### src/rtl/cba_pipe32_if.sv
// Operand/result handshake bundle for the pipelined 32-bit carry-bypass adder.
// The slave side is the adder; the master side is the operand source plus result consumer.
interface cba_pipe32_if #(
    parameter int DATA_W = 32
);
    logic              in_valid;
    logic              in_ready;
    logic [DATA_W-1:0] a;
    logic [DATA_W-1:0] b;
    logic              cin;
    logic              out_valid;
    logic              out_ready;
    logic [DATA_W-1:0] sum;
    logic              cout;
    logic              ovf;

    modport master (
        output in_valid, a, b, cin, out_ready,
        input  in_ready, out_valid, sum, cout, ovf
    );

    modport slave (
        input  in_valid, a, b, cin, out_ready,
        output in_ready, out_valid, sum, cout, ovf
    );
endinterface

### src/rtl/cba_pipe32.sv
// 32-bit adder split into four 8-bit carry-bypass slices, one slice per stage,
// with the inter-slice carry registered. Valid/ready on both sides, 4-cycle latency.
module cba_pipe32 #(
    parameter int SLICE_W = 8,
    parameter int NSLICE  = 4
) (
    input  logic        clk,
    input  logic        rst_n,
    cba_pipe32_if.slave bus
);
    localparam int W      = SLICE_W;
    localparam int DATA_W = SLICE_W * NSLICE;

    // Ripple slice whose carry-out skips straight from cin when every bit propagates.
    function automatic logic [W:0] cba(input logic [W-1:0] x, input logic [W-1:0] y,
                                       input logic ci);
        logic [W-1:0] p;
        logic [W-1:0] s;
        logic         c;
        p = x ^ y;
        c = ci;
        for (int i = 0; i < W; i++) begin
            s[i] = p[i] ^ c;
            c    = (x[i] & y[i]) | (p[i] & c);
        end
        return {((&p) ? ci : c), s};
    endfunction

    function automatic logic sgn_ovf(input logic sa, input logic sb, input logic ss);
        return (sa == sb) && (ss != sa);
    endfunction

    logic              vld_p0, vld_p1, vld_p2, vld_p3, out_vld;
    logic              rdy_p0, rdy_p1, rdy_p2, rdy_p3, rdy_out;

    logic [DATA_W-1:0] a_p0, b_p0;
    logic              c_p0;
    logic [3*W-1:0]    a_p1, b_p1;
    logic [W-1:0]      s_p1;
    logic              c_p1;
    logic [2*W-1:0]    a_p2, b_p2;
    logic [2*W-1:0]    s_p2;
    logic              c_p2;
    logic [W-1:0]      a_p3, b_p3;
    logic [3*W-1:0]    s_p3;
    logic              c_p3;
    logic [DATA_W-1:0] sum_q;
    logic              cout_q, ovf_q;

    logic [W:0]        r0, r1, r2, r3;

    // A stage may load when empty or when the stage below takes its content.
    assign rdy_out = !out_vld || bus.out_ready;
    assign rdy_p3  = !vld_p3 || rdy_out;
    assign rdy_p2  = !vld_p2 || rdy_p3;
    assign rdy_p1  = !vld_p1 || rdy_p2;
    assign rdy_p0  = !vld_p0 || rdy_p1;

    assign r0 = cba(a_p0[W-1:0], b_p0[W-1:0], c_p0);
    assign r1 = cba(a_p1[W-1:0], b_p1[W-1:0], c_p1);
    assign r2 = cba(a_p2[W-1:0], b_p2[W-1:0], c_p2);
    assign r3 = cba(a_p3, b_p3, c_p3);

    assign bus.in_ready  = rdy_p0;
    assign bus.out_valid = out_vld;
    assign bus.sum       = sum_q;
    assign bus.cout      = cout_q;
    assign bus.ovf       = ovf_q;

    // Stage 0: input register, slice 0 consumes cin
    always_ff @(posedge clk or negedge rst_n) begin
        if (!rst_n) begin
            vld_p0 <= 1'b0;
            a_p0   <= '0;
            b_p0   <= '0;
            c_p0   <= 1'b0;
        end else if (rdy_p0) begin
            vld_p0 <= bus.in_valid;
            if (bus.in_valid) begin
                a_p0 <= bus.a;
                b_p0 <= bus.b;
                c_p0 <= bus.cin;
            end
        end
    end

    // Stage 1: byte 0 done, slice 1 pending
    always_ff @(posedge clk or negedge rst_n) begin
        if (!rst_n) begin
            vld_p1 <= 1'b0;
            a_p1   <= '0;
            b_p1   <= '0;
            s_p1   <= '0;
            c_p1   <= 1'b0;
        end else if (rdy_p1) begin
            vld_p1 <= vld_p0;
            if (vld_p0) begin
                a_p1 <= a_p0[DATA_W-1:W];
                b_p1 <= b_p0[DATA_W-1:W];
                s_p1 <= r0[W-1:0];
                c_p1 <= r0[W];
            end
        end
    end

    // Stage 2: bytes 1:0 done, slice 2 pending
    always_ff @(posedge clk or negedge rst_n) begin
        if (!rst_n) begin
            vld_p2 <= 1'b0;
            a_p2   <= '0;
            b_p2   <= '0;
            s_p2   <= '0;
            c_p2   <= 1'b0;
        end else if (rdy_p2) begin
            vld_p2 <= vld_p1;
            if (vld_p1) begin
                a_p2 <= a_p1[3*W-1:W];
                b_p2 <= b_p1[3*W-1:W];
                s_p2 <= {r1[W-1:0], s_p1};
                c_p2 <= r1[W];
            end
        end
    end

    // Stage 3: bytes 2:0 done; the remaining top byte still carries a[31]/b[31]
    always_ff @(posedge clk or negedge rst_n) begin
        if (!rst_n) begin
            vld_p3 <= 1'b0;
            a_p3   <= '0;
            b_p3   <= '0;
            s_p3   <= '0;
            c_p3   <= 1'b0;
        end else if (rdy_p3) begin
            vld_p3 <= vld_p2;
            if (vld_p2) begin
                a_p3 <= a_p2[2*W-1:W];
                b_p3 <= b_p2[2*W-1:W];
                s_p3 <= {r2[W-1:0], s_p2};
                c_p3 <= r2[W];
            end
        end
    end

    // Output register: holds steady while the consumer stalls
    always_ff @(posedge clk or negedge rst_n) begin
        if (!rst_n) begin
            out_vld <= 1'b0;
            sum_q   <= '0;
            cout_q  <= 1'b0;
            ovf_q   <= 1'b0;
        end else if (rdy_out) begin
            out_vld <= vld_p3;
            if (vld_p3) begin
                sum_q  <= {r3[W-1:0], s_p3};
                cout_q <= r3[W];
                ovf_q  <= sgn_ovf(a_p3[W-1], b_p3[W-1], r3[W-1]);
            end
        end
    end
endmodule

### src/flat_wrapper.sv
// flat-port wrapper written by rule: the top's interface ports become plain ports
module cba_pipe32_flat 
#(
    parameter int SLICE_W = 8,
    parameter int NSLICE  = 4
)
  (clk, rst_n, bus_in_valid, bus_a, bus_b, bus_cin, bus_out_ready, bus_in_ready, bus_out_valid, bus_sum, bus_cout, bus_ovf);
  cba_pipe32_if bus_i ();
  input  logic clk;
  input  logic rst_n;
  input wire logic [$bits(bus_i.in_valid)-1:0] bus_in_valid;
  input wire logic [$bits(bus_i.a)-1:0] bus_a;
  input wire logic [$bits(bus_i.b)-1:0] bus_b;
  input wire logic [$bits(bus_i.cin)-1:0] bus_cin;
  input wire logic [$bits(bus_i.out_ready)-1:0] bus_out_ready;
  output wire logic [$bits(bus_i.in_ready)-1:0] bus_in_ready;
  output wire logic [$bits(bus_i.out_valid)-1:0] bus_out_valid;
  output wire logic [$bits(bus_i.sum)-1:0] bus_sum;
  output wire logic [$bits(bus_i.cout)-1:0] bus_cout;
  output wire logic [$bits(bus_i.ovf)-1:0] bus_ovf;
  assign bus_i.in_valid = bus_in_valid;
  assign bus_i.a = bus_a;
  assign bus_i.b = bus_b;
  assign bus_i.cin = bus_cin;
  assign bus_i.out_ready = bus_out_ready;
  assign bus_in_ready = bus_i.in_ready;
  assign bus_out_valid = bus_i.out_valid;
  assign bus_sum = bus_i.sum;
  assign bus_cout = bus_i.cout;
  assign bus_ovf = bus_i.ovf;
  cba_pipe32 #(.SLICE_W(SLICE_W), .NSLICE(NSLICE)) u_core (.clk(clk), .rst_n(rst_n), .bus(bus_i));
endmodule
### config.mk
export PLATFORM = sky130hd
export DESIGN_NAME = cba_pipe32_flat
export DESIGN_NICKNAME = d
export VERILOG_FILES = /design/src/rtl/cba_pipe32_if.sv /design/src/rtl/cba_pipe32.sv /design/src/flat_wrapper.sv
export SDC_FILE = /design/constraint.sdc
export NUM_CORES = 1
export LEC_CHECK = 0
export ABC_AREA = 1
export BUFFER_PORTS_ARGS = -buffer_cell sky130_fd_sc_hd__buf_2
export CORE_MARGIN = 2
export CORE_UTILIZATION = 45
export DETAILED_ROUTE_END_ITERATION = 8
export SYNTH_ARGS = -nofsm -noshare
export SYNTH_HDL_FRONTEND = slang
export SYNTH_SLANG_ARGS = --single-unit
### constraint.sdc
create_clock -name clk -period 5.7 [get_ports clk]
set_input_delay 0.57 -clock clk [delete_from_list [all_inputs] [get_ports clk]]
set_output_delay 0.57 -clock clk [all_outputs]
set_load 0.1 [all_outputs]
# == After elaboration in Yosys (flattened, before gate mapping) ==
# Index checks and enable logic that the tools add are counted.
# word_totals
reg_bits,251
in_bits,69
# classes
n_eq_ne,2
reduce_logical,20
bitwise_logic,132
mux,4
# op_table
cell,n
AND 1 bit,64
bitwise OR 1 bit,32
AND reduction 8 bit,4
bitwise XOR 1 bit,32
bitwise XOR 8 bit,4
AND reduction 2 bit,5
zero test 1 bit,5
logical OR 1 bit,5
2-to-1 mux 1 bit,4
== test 1 bit,1
logical AND 1 bit,1
inequality test 1 bit,1

# == Logic depth before layout (Yosys ltp) ==
# depth
depth_word,18
depth_mapped,16
mapped_depth_nobuf,16

# == Least setup slack after synthesis ==
# OpenSTA, ideal clock, no wires.
# synth_timing
kind,register to register
from,reg u_core.c_p3
to,"reg u_core.ovf_q, in the netlist u_core.bus.ovf"
stages_incl_launch_ff,16
slack_ns,1.519
t_arrival_ns,4.061
t_required_ns,5.580
path_buffers,0
setup_time_ns,0.120
path_cell_list,dfrtp_1 -> inv_1 -> fa_1 -> inv_1 -> fa_1 -> fa_1 -> fa_1 -> fa_1 -> fa_1 -> fa_1 -> inv_1 -> fa_1 -> nor2_1 -> nor2_1 -> nand3_1 -> nand2_1
# synth_between
elab_chain_len,17
# synth_rtl
item,line,source
start: declaration,cba_pipe32.sv:46,logic c_p3;
start signal: assignment,cba_pipe32.sv:139,c_p3 <= r2[W];
AND 1 bit,cba_pipe32.sv:24,c = (x[i] & y[i]) | (p[i] & c);
bitwise OR 1 bit,cba_pipe32.sv:24,
AND 1 bit,cba_pipe32.sv:24,
bitwise OR 1 bit,cba_pipe32.sv:24,
AND 1 bit,cba_pipe32.sv:24,
bitwise OR 1 bit,cba_pipe32.sv:24,
AND 1 bit,cba_pipe32.sv:24,
bitwise OR 1 bit,cba_pipe32.sv:24,
AND 1 bit,cba_pipe32.sv:24,
bitwise OR 1 bit,cba_pipe32.sv:24,
AND 1 bit,cba_pipe32.sv:24,
bitwise OR 1 bit,cba_pipe32.sv:24,
AND 1 bit,cba_pipe32.sv:24,
bitwise OR 1 bit,cba_pipe32.sv:24,
bitwise XOR 1 bit,cba_pipe32.sv:23,s[i] = p[i] ^ c;
inequality test 1 bit,cba_pipe32.sv:30,return (sa == sb) && (ss != sa);
logical AND 1 bit,cba_pipe32.sv:30,
end signal: assignment,cba_pipe32.sv:156,"ovf_q <= sgn_ovf(a_p3[W-1], b_p3[W-1], r3[W-1]);"
end: declaration,cba_pipe32.sv:48,"logic cout_q, ovf_q;"
# No other way between the ends.
# A chain may end at the register's enable or synchronous reset.

# == Final worst setup path ==
# Ends and elaborated chain as after synthesis.

==> impl_metrics.ini <==
[outcome]
status = finished clean

[sta]
drv_slew = 0
slew_headroom_pct = 35.8
fin_crit_sh_pct = 77.0
finalSetupTns_ns = 0
setup_viol = 0
max_freq_mhz = 228
hold_viol_final = 0
tightestPinTransition_ns = 0.962
min_period_ns = 4.39
fin_skew_ns = 0.00871
rsz0062_at_grt = false

[layout]
nNetsFinal = 1409
fin_util_pct = 52.0
layout.cells.non_filler = 1618
drive_gt1_share_pct = 12.9
n_antenna_cell = 0
area_growth_pct = 14.6

[clock_tree]
cts_buffers = 27
ctsResizeCount = 0
postCtsSetupRepairBufs = 0
cts_root_buffer = clkbuf_16
ctsHoldBuffers = 0
h-tree-depth = 1
cts_tree = yes
cts_buffer_depth = 3
clk_latency_ns = 0.53
cts.sinks = 251
clk_pin_slew_ns = 0.06

[logic_synthesis]
syn_nets = 1329
yosysUniqueCellTypes = 18
syn_area_per_cell_sq_um = 9.13
synth_top_area_cell = dfrtp_1
synth.cell_area_sq_um = 10900
synthCells = 1196
synthDominantCellAreaShare_pct = 57.5
synth_seq_cells = 251
synth_area_leaders = dfrtp_1 (57%), nand2_1 (20%), nand3_1 (6.7%)
ys_seq_area_share_pct = 57.5
yosys_warnings = 0

[flow_run]
cap_violations = 0

[routing]
drc_errors = 0
antenna_left = 0
wire_per_inst_um = 14.0
vias = 7663
drt-total-wl_mm = 22.6
post_drt_via_cell_ratio = 4.74
drt_iter0_markers = 419
drtPass1Iterations = 4

[global_routing]
antenna_found_initial = 0
grt_usage_pct = 18.4
grt_pass1_vias = 7582
grt_max_degree = 107
grt_pass1_wl_mm = 39.5
grt_overflow = 0

[setup_path]
timing.rr.start = u_core.c_p3$_DFFE_PN0P_
crit_required_ns = 6.11
crit_path_top_delay_cell = fa_1
cpPeakStageDelay_ns = 0.48
criticalPathCategory = reg -> reg
worstSetupStartpointType = flip-flop
crit_start = u_core.c_p3$_DFFE_PN0P_
cpMostUsedCell = fa_1
critPathMaxFanout = 3
crit_path_end_kind = flip-flop
arrival_ns = 4.80
crit_chain = inv_1 -> fa_1 -> inv_1 -> fa_1 -> fa_1 -> fa_1 -> fa_1 -> fa_1 -> fa_1 -> inv_1 -> fa_1 -> nor2_1 -> nor2_1 -> nand3_1 -> nand2_1

[power]
power.leakage_uw = 0.00693
powerDensity_nw_per_um2 = 572
peakVddDrop_uv = 328
fin_total_pwr_uw = 7160

[floorplanning]
dieArea_sq_um = 25500
core_area_sq_um = 24100
rows = 57
fp.dieH_um = 160
start_util_pct = 45.3
boundaryPins = 105
die_x_um = 160

[place]
port_buffers = 104
gp_congestion = 0.792
post-place-cells = 1571
hpwl_mm = 15.0

[worst_hold_path]
hp-class = in -> async
-- final cells by class --
class,count,area (sq um)
Clock buffer,37,763
Clock inverter,10,103
Fill cell,2358,11600
Inverter,41,154
Multi-Input combinational cell,839,4200
Sequential cell,251,6280
Tap cell,324,405
Timing Repair Buffer,116,621
-- cell families after synthesis --
kind of cell | Yosys count | synth area share, %
AND/OR/NAND/NOR | 758 | 28.0
AO/OA/AOI/OAI | 17 | 0.779
buffers and inverters | 106 | 4.17
flip-flops | 251 | 57.5
adder cells (fa/ha/maj) | 64 | 9.53
-- per-stage QoR --
step           hold slack, ns  setup slack (ns)  cell area (sq um)
2_1_floorplan           0.274              1.52              10900
3_3_place_gp            0.452              1.36              11700
3_5_place_dp            0.454              1.29              11700
4_1_cts                 0.118              1.27              12500
5_1_grt                 0.142              1.05              12500
6_report               0.0658              1.31              12500
-- flip-flops by register name, summed over array words and instances (netlist names), 24 cells and up --
| register | cells |
|---|---|
| u_core.bus.sum | 32 |
| u_core.a_p1 | 24 |
| u_core.a_p0 | 32 |
| u_core.s_p3 | 24 |
| u_core.b_p1 | 24 |
| u_core.b_p0 | 32 |
-- power breakdown --
group / internal (uW) / total (uW) / switching, uW
logic: 717 / 2600 / 1880
registers: 2400 / 2860 / 457
clock network: 1020 / 1700 / 681
total: 4140 / 7160 / 3020
-- worst max-delay path, delay by kind of cell, from the launching register on --
kind,cells,cell delay [ns]
buf+inv,3,0.26
fa+ha+maj,8,3.36
simple gates,4,0.30
flops,1,0.37
-- synthesized netlist by cell type --
cell type	number
fa_1	32
buf_2	25
nand2_1	585
nand3_1	147
nand3_2	2
a21oi_1	8
clkbuf_1	27
dfrtp_1	251
buf_4	7
inv_1	39
nor2_2	1
inv_2	2
ha_1	32
o21ai_0	9
nand3b_1	2
buf_1	6
nor2_1	17
nand4_1	4
-- cells in the final DEF, fill, tap and decap left out, types with 4 or more instances in the layout --
| cell | instances |
|---|---|
| nand3_1 | 147 |
| dfrtp_1 | 250 |
| nand4_1 | 4 |
| clkbuf_16 | 27 |
| clkbuf_1 | 5 |
| clkinv_2 | 7 |
| nand2_1 | 583 |
| buf_4 | 12 |
| nor2_1 | 16 |
| clkbuf_8 | 5 |
| ha_1 | 32 |
| a21oi_1 | 8 |
| fa_1 | 32 |
| o21ai_0 | 9 |
| buf_2 | 103 |
| inv_1 | 39 |
-- worst paths after layout --
check,end,slack [ns],cells after the start
worst max-delay path,u_core.bus.ovf$_DFFE_PN0P_,1.31,15
worst min-delay path,u_core.s_p3[21]$_DFFE_PN0P_,0.07,1
worst max register to register,u_core.bus.ovf$_DFFE_PN0P_,1.31,15
worst min register to register,u_core.bus.sum[25]$_DFFE_PN0P_,0.46,2
max in group asynchronous,u_core.b_p2[10]$_DFFE_PN0P_,4.39,2
min in group clk,u_core.b_p0[18]$_DFFE_PN0P_,0.28,3
-- metal layers --
layer  share of wire, %  up-vias  GRT usage (%)  wire [um]
met5                  0        -              0          0
met4                1.6        0           4.10        363
met3                3.8       32           2.55        855
met2                 42      125           26.7       9550
met1                 52     3626           29.4      11800
li1                   -     3880              -          -
Power figures use the tool's default switching activity.
